### src/rtl/uart_rx_fsm.sv
// UART receive sequencer: walks a frame bit by bit at the oversampling rate and
// issues the datapath enables and the one-cycle frame result pulses.
module uart_rx_fsm #(
    parameter int DATA_WIDTH = 8,
    parameter int PRESCALE_W = 6
) (
    input  logic                  CLK,
    input  logic                  RST,
    input  logic                  RX_IN,
    input  logic                  PAR_EN,
    input  logic [PRESCALE_W-1:0] Prescale,
    input  logic                  par_err,
    input  logic                  strt_glitch,
    input  logic                  stp_err,
    output logic [PRESCALE_W-1:0] edge_cnt,
    output logic [3:0]            bit_cnt,
    output logic                  edge_cnt_en,
    output logic                  dat_samp_en,
    output logic                  deser_en,
    output logic                  par_chk_en,
    output logic                  strt_chk_en,
    output logic                  stp_chk_en,
    output logic                  data_valid,
    output logic                  par_error,
    output logic                  frame_error
);

    // state   | meaning
    // IDLE    | line idle, waiting for a low sample
    // START   | start bit, glitch check on its last edge
    // DATA    | data bits 1..DATA_WIDTH, one deserialiser strobe per bit
    // PARITY  | parity bit, parity result latched on its last edge
    // STOP    | stop bit, stop result latched on its last edge
    // ERR_CHK | single cycle issuing the frame result pulses
    typedef enum logic [2:0] {
        IDLE,
        START,
        DATA,
        PARITY,
        STOP,
        ERR_CHK
    } state_t;

    state_t                state_q, state_d;
    logic [PRESCALE_W-1:0] edge_q, edge_d;
    logic [3:0]            bit_q, bit_d;
    logic [PRESCALE_W-1:0] pscale_q, pscale_d;
    logic                  par_err_q, par_err_d;
    logic                  stp_err_q, stp_err_d;

    logic [PRESCALE_W-1:0] pscale_sel;
    logic [PRESCALE_W-1:0] samp_edge;
    logic                  last_edge;
    logic                  counting;

    // Unsupported ratios fall back to the slowest-oversampling legal setting.
    assign pscale_sel = (Prescale == PRESCALE_W'(16) || Prescale == PRESCALE_W'(32))
                        ? Prescale : PRESCALE_W'(8);
    assign last_edge  = (edge_q == pscale_q - PRESCALE_W'(1));
    assign samp_edge  = (pscale_q >> 1) + PRESCALE_W'(2);
    assign counting   = (state_q == START) || (state_q == DATA) ||
                        (state_q == PARITY) || (state_q == STOP);

    always_ff @(posedge CLK) begin
        if (RST) begin
            state_q   <= IDLE;
            edge_q    <= '0;
            bit_q     <= '0;
            pscale_q  <= '0;
            par_err_q <= 1'b0;
            stp_err_q <= 1'b0;
        end else begin
            state_q   <= state_d;
            edge_q    <= edge_d;
            bit_q     <= bit_d;
            pscale_q  <= pscale_d;
            par_err_q <= par_err_d;
            stp_err_q <= stp_err_d;
        end
    end

    always_comb begin
        state_d   = state_q;
        edge_d    = edge_q;
        bit_d     = bit_q;
        pscale_d  = pscale_q;
        par_err_d = par_err_q;
        stp_err_d = stp_err_q;

        if (counting) begin
            if (last_edge) begin
                edge_d = '0;
                bit_d  = bit_q + 4'd1;
            end else begin
                edge_d = edge_q + PRESCALE_W'(1);
            end
        end

        case (state_q)
            IDLE: begin
                edge_d = '0;
                bit_d  = '0;
                if (!RX_IN) begin
                    state_d   = START;
                    pscale_d  = pscale_sel;
                    par_err_d = 1'b0;
                    stp_err_d = 1'b0;
                end
            end
            START: begin
                if (last_edge) begin
                    if (strt_glitch) begin
                        state_d = IDLE;
                        edge_d  = '0;
                        bit_d   = '0;
                    end else begin
                        state_d = DATA;
                    end
                end
            end
            DATA: begin
                if (last_edge && bit_q == 4'(DATA_WIDTH)) begin
                    state_d = PAR_EN ? PARITY : STOP;
                end
            end
            PARITY: begin
                if (last_edge) begin
                    par_err_d = par_err;
                    state_d   = STOP;
                end
            end
            STOP: begin
                if (last_edge) begin
                    stp_err_d = stp_err;
                    state_d   = ERR_CHK;
                    edge_d    = '0;
                    bit_d     = '0;
                end
            end
            ERR_CHK: begin
                edge_d = '0;
                bit_d  = '0;
                // A low line here is the start bit of the next frame.
                if (!RX_IN) begin
                    state_d   = START;
                    pscale_d  = pscale_sel;
                    par_err_d = 1'b0;
                    stp_err_d = 1'b0;
                end else begin
                    state_d = IDLE;
                end
            end
            default: begin
                state_d = IDLE;
                edge_d  = '0;
                bit_d   = '0;
            end
        endcase
    end

    always_comb begin
        edge_cnt    = edge_q;
        bit_cnt     = bit_q;
        edge_cnt_en = counting;
        dat_samp_en = counting;
        strt_chk_en = (state_q == START);
        deser_en    = (state_q == DATA) && (edge_q == samp_edge);
        par_chk_en  = (state_q == PARITY);
        stp_chk_en  = (state_q == STOP);
        data_valid  = (state_q == ERR_CHK) && !(par_err_q || stp_err_q);
        par_error   = (state_q == ERR_CHK) && par_err_q;
        frame_error = (state_q == ERR_CHK) && stp_err_q;
    end

endmodule

### config.mk
export PLATFORM = sky130hd
export DESIGN_NAME = uart_rx_fsm
export DESIGN_NICKNAME = d
export VERILOG_FILES = /design/src/rtl/uart_rx_fsm.sv
export SDC_FILE = /design/constraint.sdc
export NUM_CORES = 1
export LEC_CHECK = 0
export ABC_AREA = 1
export ABC_CLOCK_PERIOD_IN_PS = 2750
export BUFFER_PORTS_ARGS = -buffer_cell sky130_fd_sc_hd__buf_4
export CAP_MARGIN = 10
export CORE_MARGIN = 1.5
export CORE_UTILIZATION = 54
export DETAILED_ROUTE_END_ITERATION = 7
export PLACE_DENSITY_LB_ADDON = 0.15
export SYNTH_ARGS = -nofsm -noshare
export SYNTH_HDL_FRONTEND = slang
export SYNTH_SLANG_ARGS = --single-unit
### constraint.sdc
create_clock -name CLK -period 2.75 [get_ports CLK]
set_input_delay 0.55 -clock CLK [delete_from_list [all_inputs] [get_ports CLK]]
set_output_delay 0.55 -clock CLK [all_outputs]
set_load 0.02 [all_outputs]
==> flow_summary_export.csv <==
group,metric,value,unit
clocking,cts_root_buffer,"clkbuf_4",
detailed_routing,drt-initial-drc-count,44,
synth,synth-edff-count,0,
placed_design,finalWeightedCongestion,0.843,
synth,synth_nets,241,
synth,synth-seq-cells,21,
cells_and_area,fillers,223,
detailed_routing,wl,3100,um
cells_and_area,final_nets,275,
cells_and_area,postLayoutCellArea,0.00175,mm^2
global_routing,grt_overflow,0,
min_path,min_from,"Prescale[4]",
synth,synth_commonest_cells,"nand2_1, inv_1, nor2_1",
detailed_routing,dr.pass1.iters,4,
setup_path,cp_slowest_cell,"dfxtp_1",
synth,synth_top_area_share,28.6,%
clocking,cts.clk_slew.worst_paths,0.13,ns
clocking,cts.sinks,21,
synth,netlist_instances,220,
cells_and_area,diodes,0,
timing,slew_headroom,74.4,%
status,status,"finished, final reports clean",
timing,hold_viol,0,
timing,rsz0062_at_grt,"no",
timing,worstMarginPinSlew,0.383,ns
setup_path,endpoint_kind,"output port",
job,drv_cap,0,
synth,synth_largest_area_cell,"dfxtp_1",
setup_path,critPathLaunchType,"register",
min_path,hold_path_class,"input pin to register",
floorplan,die_x,55.1,um
global_routing,grt_pass1_wl,4970,um
power_and_ir_drop,p_leak,0.829,nW
placed_design,placed_area,0.00173,mm^2
placed_design,dpl_worst_slack,0.611,ns
synth,synth-main-ff-cell,"dfxtp_1",
placed_design,numPortBuffers,31,
setup_path,crit_fanout,6,
synth,yosysMostFrequentCell,"nand2_1",
setup_path,max_stage_delay,0.49,ns
setup_path,crit_type,"register to output port",
clocking,htree_levels,1,
timing,setup_violations,0,
setup_path,worstPathCellList,"inv_1 > ha_1 > xnor2_1 > nand3_1 > nor4_1 > buf_4",
global_routing,track_usage,22.7,%
cells_and_area,synthToLayoutAreaGrowth,19.4,%
detailed_routing,via_per_inst,5.16,
timing,slew_viol_final,0,
clocking,cts_resized,0,
global_routing,grt_pass1_vias,1213,
timing,fin_tns_setup,0,ns
setup_path,cp-startpoint,"pscale_q[2]",
synth,ys_types,30,
power_and_ir_drop,cellPowerDensity,746,mW/mm^2
power_and_ir_drop,ir_drop,630,uV
timing,finalWorstSetupSlack,0.296,ns
floorplan,die_y,55.1,um
floorplan,start_util,58.2,%
setup_path,r2r-start,"pscale_q[2]",
timing,min_period,2.45,ns
clocking,post_cts_buffers,0,
floorplan,fp.coreArea,0.00252,mm^2
clocking,numCtsBuffers,3,
synth,async_flop_share,0,%
synth,ys_top_cells_by_area,"dfxtp_1, nand2_1, inv_1",
placed_design,place_hpwl,2470,um
floorplan,num_io_pins,32,
synth,synth_warnings,0,
cells_and_area,layout.cells.non_filler,283,
clocking,clk_latency,0.31,ns
clocking,tritoncts,"built",
timing,clock_skew,0.0116,ns
detailed_routing,wl_per_cell,11.0,um
setup_path,crit_arrival,1.90,ns
global_routing,grt_max_degree,12,
detailed_routing,vias,1459,
cells_and_area,drive_above_1_share,17.8,%
synth,seq_area_frac_synth,28.6,%
floorplan,die_area,0.00304,mm^2
timing,finalCritPeriodShare,89.3,%
synth,netlist_area,0.00147,mm^2
detailed_routing,drc,0,
clocking,clk_path_buf_depth,2,
setup_path,worstPathRequired,2.20,ns
timing,max_freq,0.407,GHz
detailed_routing,postRouteAntennaNets,0,
global_routing,antenna_found_initial,0,
synth,avgSynthCellArea,6.67,um^2
floorplan,rows,18,
clocking,postCtsHoldBufs,0,
placed_design,dp_cells,279,
-- worst max-delay path: cells and delay by family (launching register included) --
| family | cells | cell delay (ns) |
|---|---|---|
| adders and majority gates | 1 | 0.32 |
| xor gates and xnor gates | 1 | 0.14 |
| buffers and inverters | 2 | 0.34 |
| DFF | 1 | 0.49 |
| and+or+nand+nor | 2 | 0.29 |
-- cells by family (layout without fill, tap and decap cells) --
logic type | after synthesis | count (layout) | synth area share, %
buffers and inverters | 37 | 70 | 9.72
adders and majority gates | 8 | 8 | 6.82
AOI/OAI and AO/OA | 18 | 18 | 8.27
DFF | 21 | 21 | 28.6
xor gates and xnor gates | 13 | 13 | 8.27
and+or+nand+nor | 123 | 123 | 38.3
-- placed cells by master, fill, tap and decap left out --
cell type,n
buf_4,31
dfxtp_1,21
nor4_1,2
a22oi_1,3
nor2_1,32
and3_1,1
nand4_1,4
clkbuf_1,1
nor3b_1,1
ha_1,8
o21ai_0,4
nand3_1,20
nor2_2,2
a211oi_1,1
nor3_1,7
nand3_2,1
nand2_2,1
xnor2_1,4
and2_0,1
nand3_4,1
xor2_1,8
nand2_1,48
o21ai_2,1
a21oi_1,6
nor2_4,2
xor2_2,1
a21oi_4,1
a21boi_0,1
clkbuf_4,3
inv_1,35
a21oi_2,1
-- metal layers --
layer  vias up  GRT usage [%]  share of wire [%]
li1        766              -                  -
met1       643           28.3                 45
met2        46           39.9                 48
met3         4           4.84                5.8
met4         0           4.88               0.68
met5         -              0                  0
-- path summary, 6_finish.rpt --
| check | slack [ns] | end | depth (start not counted) |
|---|---|---|---|
| worst max-delay path | 0.30 | deser_en | 6 |
| worst min-delay path | 0.49 | pscale_q[4] | 3 |
| worst max register to register | 0.57 | bit_cnt[0] | 12 |
| worst min register to register | 0.52 | stp_err_q | 2 |
-- through the flow --
stage               util (%)  power, mW  hold WS, ns
floorplan                  -      0.968        0.479
global placement        68.5       1.15        0.497
detailed placement      68.5       1.16        0.505
CTS                     69.5       1.31        0.489
global route            69.5       1.43        0.484
finish                  69.5       1.31        0.485
-- area by class of cell --
type	instances	area, um^2	area share (%)
timing repair buffer	31	233	13.3
clock buffer	4	26.3	1.50
sequential	21	420	24.0
tap	30	37.5	2.14
inverter	35	131	7.49
multi-input combinational	162	905	51.6
-- sequential cells by signal, summed over array words and instances, names as in the netlist --
register	cells
stp_err_q	1
pscale_q	6
par_err_q	1
bit_cnt	4
edge_cnt	6
state_q	3
-- power breakdown --
group	total [mW]	internal (mW)	switching, mW
registers	0.408	0.355	0.0531
clock network	0.155	0.0567	0.0979
logic	0.746	0.270	0.476
(Power assumes the default switching activity.)
